**src/rtl/matmul_serial_host.sv**
```systemverilog
// matmul_serial_host: host end of the 2x2 matmul unit's bit-serial link.
// Serializes {A,B} MSB-first, collects the 4-element result stream, and guards RECV with a watchdog.
module matmul_serial_host #(
    parameter int ELEM_W  = 4,
    parameter int RES_W   = 8,
    parameter int TIMEOUT = 255
) (
    input  logic                clk,
    input  logic                nRST,
    input  logic                load_valid,
    output logic                load_ready,
    input  logic [4*ELEM_W-1:0] a_bits,
    input  logic [4*ELEM_W-1:0] b_bits,
    output logic                mm_serial_in,
    output logic                mm_start,
    input  logic                mm_serial_out,
    input  logic                mm_recv,
    input  logic                mm_done,
    output logic [RES_W-1:0]    c00,
    output logic [RES_W-1:0]    c01,
    output logic [RES_W-1:0]    c10,
    output logic [RES_W-1:0]    c11,
    output logic                res_valid,
    input  logic                res_ack,
    output logic                timeout_err,
    output logic                busy
);
    localparam int NB = 8*ELEM_W;
    localparam int SW = $clog2(NB);
    localparam int BW = $clog2(RES_W);
    localparam int WW = $clog2(TIMEOUT+1);

    typedef enum logic [1:0] {IDLE, SEND, RECV, HOLD} state_t;

    state_t           state;
    logic [NB-1:0]    sr;
    logic [SW-1:0]    bit_cnt;
    logic [RES_W-1:0] recv;
    logic [BW-1:0]    rbit;
    logic [1:0]       elem;
    logic [WW-1:0]    wdog;
    logic [RES_W-1:0] c [4];
    logic [RES_W-1:0] rx_word;

    assign rx_word = {recv[RES_W-2:0], mm_serial_out};
    assign c00 = c[0];
    assign c01 = c[1];
    assign c10 = c[2];
    assign c11 = c[3];

    always_ff @(posedge clk or negedge nRST) begin
        if (!nRST) begin
            state        <= IDLE;
            load_ready   <= 1'b1;
            mm_serial_in <= 1'b0;
            mm_start     <= 1'b0;
            res_valid    <= 1'b0;
            timeout_err  <= 1'b0;
            busy         <= 1'b0;
            sr           <= '0;
            bit_cnt      <= '0;
            recv         <= '0;
            rbit         <= '0;
            elem         <= '0;
            wdog         <= '0;
            c            <= '{default: '0};
        end else begin
            case (state)
                IDLE: if (load_valid && load_ready) begin
                    sr           <= {a_bits, b_bits};
                    mm_serial_in <= a_bits[4*ELEM_W-1];
                    mm_start     <= 1'b1;
                    load_ready   <= 1'b0;
                    busy         <= 1'b1;
                    bit_cnt      <= '0;
                    recv         <= '0;
                    rbit         <= '0;
                    elem         <= '0;
                    wdog         <= '0;
                    c            <= '{default: '0};
                    state        <= SEND;
                end
                SEND: if (bit_cnt == SW'(NB-1)) begin
                    mm_serial_in <= 1'b0;
                    state        <= RECV;
                end else begin
                    // rotate so the bit after the one on the wire is always at the top-1 position
                    mm_serial_in <= sr[NB-2];
                    sr           <= {sr[NB-2:0], sr[NB-1]};
                    bit_cnt      <= bit_cnt + 1'b1;
                end
                RECV: if (mm_done) begin
                    mm_start    <= 1'b0;
                    res_valid   <= 1'b1;
                    timeout_err <= 1'b1;
                    state       <= HOLD;
                end else if (mm_recv) begin
                    recv <= rx_word;
                    wdog <= '0;
                    rbit <= (rbit == BW'(RES_W-1)) ? '0 : rbit + 1'b1;
                    if (rbit == BW'(RES_W-1)) begin
                        c[elem] <= rx_word;
                        elem    <= elem + 1'b1;
                        if (elem == 2'd3) begin
                            mm_start  <= 1'b0;
                            res_valid <= 1'b1;
                            state     <= HOLD;
                        end
                    end
                end else if (wdog == WW'(TIMEOUT-1)) begin
                    mm_start    <= 1'b0;
                    res_valid   <= 1'b1;
                    timeout_err <= 1'b1;
                    state       <= HOLD;
                end else begin
                    wdog <= wdog + 1'b1;
                end
                HOLD: if (res_ack) begin
                    res_valid   <= 1'b0;
                    timeout_err <= 1'b0;
                    busy        <= 1'b0;
                    load_ready  <= 1'b1;
                    state       <= IDLE;
                end
                default: state <= IDLE;
            endcase
        end
    end
endmodule

```
**config.mk**
```make
export PLATFORM = sky130hd
export DESIGN_NAME = matmul_serial_host
export DESIGN_NICKNAME = d
export VERILOG_FILES = /design/src/rtl/matmul_serial_host.sv
export SDC_FILE = /design/constraint.sdc
export NUM_CORES = 1
export LEC_CHECK = 0
export ABC_AREA = 1
export BUFFER_PORTS_ARGS = -buffer_cell sky130_fd_sc_hd__buf_2
export CORE_UTILIZATION = 35
export CTS_BUF_LIST = sky130_fd_sc_hd__clkbuf_2 sky130_fd_sc_hd__clkbuf_4 sky130_fd_sc_hd__clkbuf_8
export DETAILED_ROUTE_END_ITERATION = 10
export GPL_TIMING_DRIVEN = 1
export PLACE_DENSITY = 0.54
export SLEW_MARGIN = 20
export SYNTH_ARGS = -nofsm -noshare
export SYNTH_HDL_FRONTEND = slang
export SYNTH_SLANG_ARGS = --single-unit
```
**constraint.sdc**
```tcl
create_clock -name clk -period 5.3 [get_ports clk]
set_clock_uncertainty 0.1 [all_clocks]
set_input_delay 1.06 -clock clk [delete_from_list [all_inputs] [get_ports clk]]
set_output_delay 1.06 -clock clk [all_outputs]
set_load 0.02 [all_outputs]
```
== Word-level counts from Yosys, hierarchy flattened ==
Index checks and enable logic that the tools add are counted.
Storage, ports and cells
  output and inout port bits: 38
  bits in registers: 97
  logic and storage cells: 126
  input port bits: 39
Cells by class
  reduce and logical (&&, ||, !) cells: 17
  mux-type cells: 65
  eq/ne operators: 20
  bitwise logic cells: 1
  add/sub/neg operators: 4
  order comparisons: 2
Operators by type and width (number)
  two-way mux 32 bit: 6
  one-hot mux 32 bit (2 select lines): 2
  two-way mux 8 bit: 5
  bitwise mux 32 bit: 1
  two-way mux 2 bit: 12
  two-way mux 1 bit: 18
  demux 8 bit (select 2 bit): 1
  one-hot mux 8 bit (2 select lines): 1
  AND reduction 5 bit: 3
  two-way mux 7 bit: 2
  != test 2 bit, second input constant: 7
  one-hot mux 7 bit (2 select lines): 1
  two-way mux 3 bit: 4
  != test 4 bit, second input constant: 3
  one-hot mux 1 bit (2 select lines): 6
  AND reduction 4 bit: 3
  two-way mux 5 bit: 2
  one-hot mux 5 bit (2 select lines): 1
  != test 3 bit, second input constant: 3
  adder 8 x 1 -> 8 bit, second input constant: 1
  equality test 8 bit, second input constant: 1
  one-hot mux 2 bit (4 select lines): 1
  nonzero test 2 bit: 4
  equality test 2 bit, second input constant: 3
  16 further kinds: 18

== Depth between registers and ports, before layout ==
  word-level depth: 10
  mapped depth: 11
  mapped depth without buffers: 11

== Worst setup path before layout ==
OpenSTA, ideal clock, no wires.
  path type: input to register
  start point: input port load_valid
  end point: register sr[30]
  data arrival time: 1841 ps
  slack: 3229 ps
  library setup time: 130 ps
  buffers on the path: 2
  stages: 7
  required time: 5070 ps
  cell sequence: nand2_1 nand2_1 inv_1 nor2_1 buf_2 clkbuf_1 o21ai_0
Between the ends
  longest elaborated chain between the ends: 3
RTL lines
  from (decl): RTL line 10  | input logic load_valid,
  logical AND 1 bit: RTL line 69  | IDLE: if (load_valid && load_ready) begin
  != test 2 bit (no line)
  AND reduction 3 bit (no line)
  to (signal assigned): RTL line 70  | sr <= {a_bits, b_bits};
  to (signal assigned): RTL line 89  | sr <= {sr[NB-2:0], sr[NB-1]};
  to (decl): RTL line 36  | logic [NB-1:0] sr;
No other way between the ends.
A chain may end at the register's enable or synchronous reset.

== Worst setup path after layout ==
  start point: register state[1]
  end point: register sr[26]
Between the ends
  longest elaborated chain between the ends: 3
  elaborated cells between the ends (all ways): 7
  those cells by class: eq/ne: 3; mux: 1; reduce/logical: 3
RTL lines
  from (decl): RTL line 35  | state_t state;
  from (signal assigned): RTL line 53  | state <= IDLE;
  from (signal assigned): RTL line 81  | state <= SEND;
  from (signal assigned): RTL line 85  | state <= RECV;
  equality test 2 x 1 -> 1 bit or zero test 2 bit (tied branches): RTL line 68  | case (state)
  != test 2 bit (no line) or nonzero test 2 bit (tied branches)
  AND reduction 3 bit (no line)
Several ways; a longest one is shown, not always the timed one.

==> results.sh <==
export IMPL_synthArstFlopShare_pct=100.0
export IMPL_multi_input_area_um2=1934
export IMPL_path_class="flip-flop to flip-flop"
export IMPL_start_kind="flip-flop"
export IMPL_ios=77
export IMPL_synthTopCellsByCount="nand2_1 (171), dfrtp_1 (96), inv_1 (66)"
export IMPL_clk_latency_ps=390
export IMPL_post_cts_buffers=0
export IMPL_synth_edff_count=0
export IMPL_cp_cell_sequence="inv_1, ha_4, o21ai_0, nor2_4, buf_4, o211ai_1, o21ai_0"
export IMPL_routed_wirelength_mm=10.75
export IMPL_critPathCaptureType="flip-flop"
export IMPL_crit_fanout=67
export IMPL_ir_worst_vdd_mv=0.2085
export IMPL_worst_slew_pin_slew_ps=947.2
export IMPL_drt_iter0_markers=247
export IMPL_synthesis_area_um2=4728
export IMPL_synth_top_area_share_pct=50.81
export IMPL_postLayoutCellArea_um2=5438
export IMPL_drc=0
export IMPL_wl_per_cell_um=13.18
export IMPL_grt_pass1_vias=3668
export IMPL_fmax_mhz=348.1
export IMPL_hold_violations=0
export IMPL_syn_num_nets=624
export IMPL_ys_seq_area_share_pct=51.36
export IMPL_yosysWarnings=0
export IMPL_h_tree_depth=3
export IMPL_nets=689
export IMPL_synthToLayoutAreaGrowth_pct=15.00
export IMPL_synth_most_common_cell="nand2_1"
export IMPL_core_area_um2=13190
export IMPL_vias=3886
export IMPL_grt_pass1_wl_mm=18.02
export IMPL_clock_sinks=97
export IMPL_rows=42
export IMPL_dr_pass1_iters=4
export IMPL_cts_root_buffer="clkbuf_8"
export IMPL_die_h_um=118.2
export IMPL_cp_num_buf_inv=2
export IMPL_layout_setup_ws_ps=2427
export IMPL_setup_viol=0
export IMPL_rsz0062_at_grt="no"
export IMPL_synth_seq_cells=97
export IMPL_synth_largest_area_cell="dfrtp_1"
export IMPL_grt_ovfl_total=0
export IMPL_ctsHoldBuffers=0
export IMPL_status="finished, final reports clean"
export IMPL_cts_made_buffers=9
export IMPL_cts_tree="done"
export IMPL_place_area_um2=5241
export IMPL_layout_drive_gt1_share_pct=17.50
export IMPL_start_util_pct=35.85
export IMPL_detailedPlace_worstSlack_ps=1943
export IMPL_portBuffers=76
export IMPL_synth_area_per_cell_um2=8.295
export IMPL_vias_per_cell=4.762
export IMPL_area_sequential_um2=2429
export IMPL_gp_congestion=0.7762
export IMPL_clkTransAtPathRegs_ps=100
export IMPL_hp_class="flip-flop to flip-flop"
export IMPL_cp_top_family="simple AND/OR/NAND/NOR gates"
export IMPL_post_synth_num_cell_types=31
export IMPL_die_w_um=118.2
export IMPL_p_per_area_nw_per_um2=512.3
export IMPL_finalSetupTns_ps=0
export IMPL_maxSlewViolCount=0
export IMPL_cap_viol_max_count=0
export IMPL_leakagePower_nw=2.881
export IMPL_arrival_ps=3060
export IMPL_cpMostUsedCell="o21ai_0"
export IMPL_post_route_period_util_pct=54.21
export IMPL_insertedDiodeCount=0
export IMPL_nFillCells=1393
export IMPL_ant_nets=0
export IMPL_grt_max_degree=74
export IMPL_antenna_found_initial=0
export IMPL_netlist_instances=570
export IMPL_crit_path_max_incr_delay_ps=660
export IMPL_grt_usage_pct=16.36
export IMPL_ctsResizeCount=0
export IMPL_max_slew_margin_pct=36.85
export IMPL_synth_area_top_cells="dfrtp_1 (51%), nand2_1 (14%), o21ai_0 (5.6%)"
export IMPL_p_total_mw=2.786
export IMPL_cts_buffer_depth=2
export IMPL_ys_flop_type="dfrtp_1"
export IMPL_die_area_um2=13980
export IMPL_dp_hpwl_mm=7.431
export IMPL_slowest_stage="nor2_4"
export IMPL_required_ps=5490
export IMPL_fin_crit_ps=2873
report_power, final:
| part | switching, mW | internal (mW) |
|---|---|---|
| combinational | 0.887 | 0.389 |
| clock | 0.281 | 0.188 |
| sequential | 0.0896 | 0.951 |
| total | 1.26 | 1.53 |
metal layers:
layer | part of all wire (%) | track usage (%)
met5 | 0 | 0
met2 | 45 | 24.74
met3 | 4.0 | 3.234
met1 | 50 | 22.81
met4 | 1.7 | 6.811
layout make-up:
type / count / area share [%]
Sequential cell: 97 / 44.66
Multi-Input combinational cell: 378 / 35.57
Clock inverter: 6 / 0.8974
Clock buffer: 10 / 2.531
Tap cell: 176 / 4.050
Timing Repair Buffer: 79 / 7.455
Inverter: 70 / 4.832
metrics by stage:
| stage | utilization [%] | hold WS [ps] | instances |
|---|---|---|---|
| floorplan | - | 351.7 | 570 |
| global placement | 39.74 | 353.2 | 800 |
| detailed placement | 39.74 | 357.4 | 800 |
| CTS | 41.15 | 382.2 | 816 |
| global route | 41.23 | 405.1 | 816 |
| finish | 41.23 | 376.6 | 816 |
layout by cell type (no fill, tap or decap), drive strengths merged, types with 9 or more instances in the layout:
cell type  count
nand2        174
dfrtp         96
buf           79
inv           73
o21ai         56
nand3         52
o211ai        28
nor2          26
ha            15
clkbuf        10
nand4          9
worst register-to-register path: stages, from the launching register on:
cell and delay, ps:
dfrtp_1 430, inv_1 150, ha_4 560, o21ai_0 290
nor2_4 660, buf_4 370, o211ai_1 120, o21ai_0 110
kinds of logic after synthesis:
logic type / count (synthesis) / share of synthesized area [%]
AO/OA/AOI/OAI: 95 / 12.17
AND/OR/NAND/NOR: 265 / 23.79
XOR/XNOR: 3 / 0.5558
flip-flops: 97 / 51.36
buffers and inverters: 95 / 8.150
adder cells (fa/ha/maj): 15 / 3.969
sequential cells by signal, summed over array words and instances (netlist names), 5 cells and up:
| signal | count |
|---|---|
| bit_cnt | 5 |
| c00 | 8 |
| c01 | 8 |
| c10 | 8 |
| c11 | 8 |
| recv | 7 |
| sr | 32 |
| wdog | 8 |
worst paths after layout:
kind,startpoint,to,slack [ps],cells after the start
max,state[1]$_DFFE_PN0P_,sr[26]$_DFFE_PN0P_,2430,7
min,timeout_err$_DFFE_PN0P_,timeout_err$_DFFE_PN0P_,380,2
max reg2reg,state[1]$_DFFE_PN0P_,sr[26]$_DFFE_PN0P_,2430,7
min reg2reg,timeout_err$_DFFE_PN0P_,timeout_err$_DFFE_PN0P_,380,2
max in group asynchronous,nRST,load_ready$_DFFE_PN1P_,3440,2
min in group asynchronous,nRST,sr[10]$_DFFE_PN0P_,700,1
Note: power is estimated with default switching activity, not from simulation.
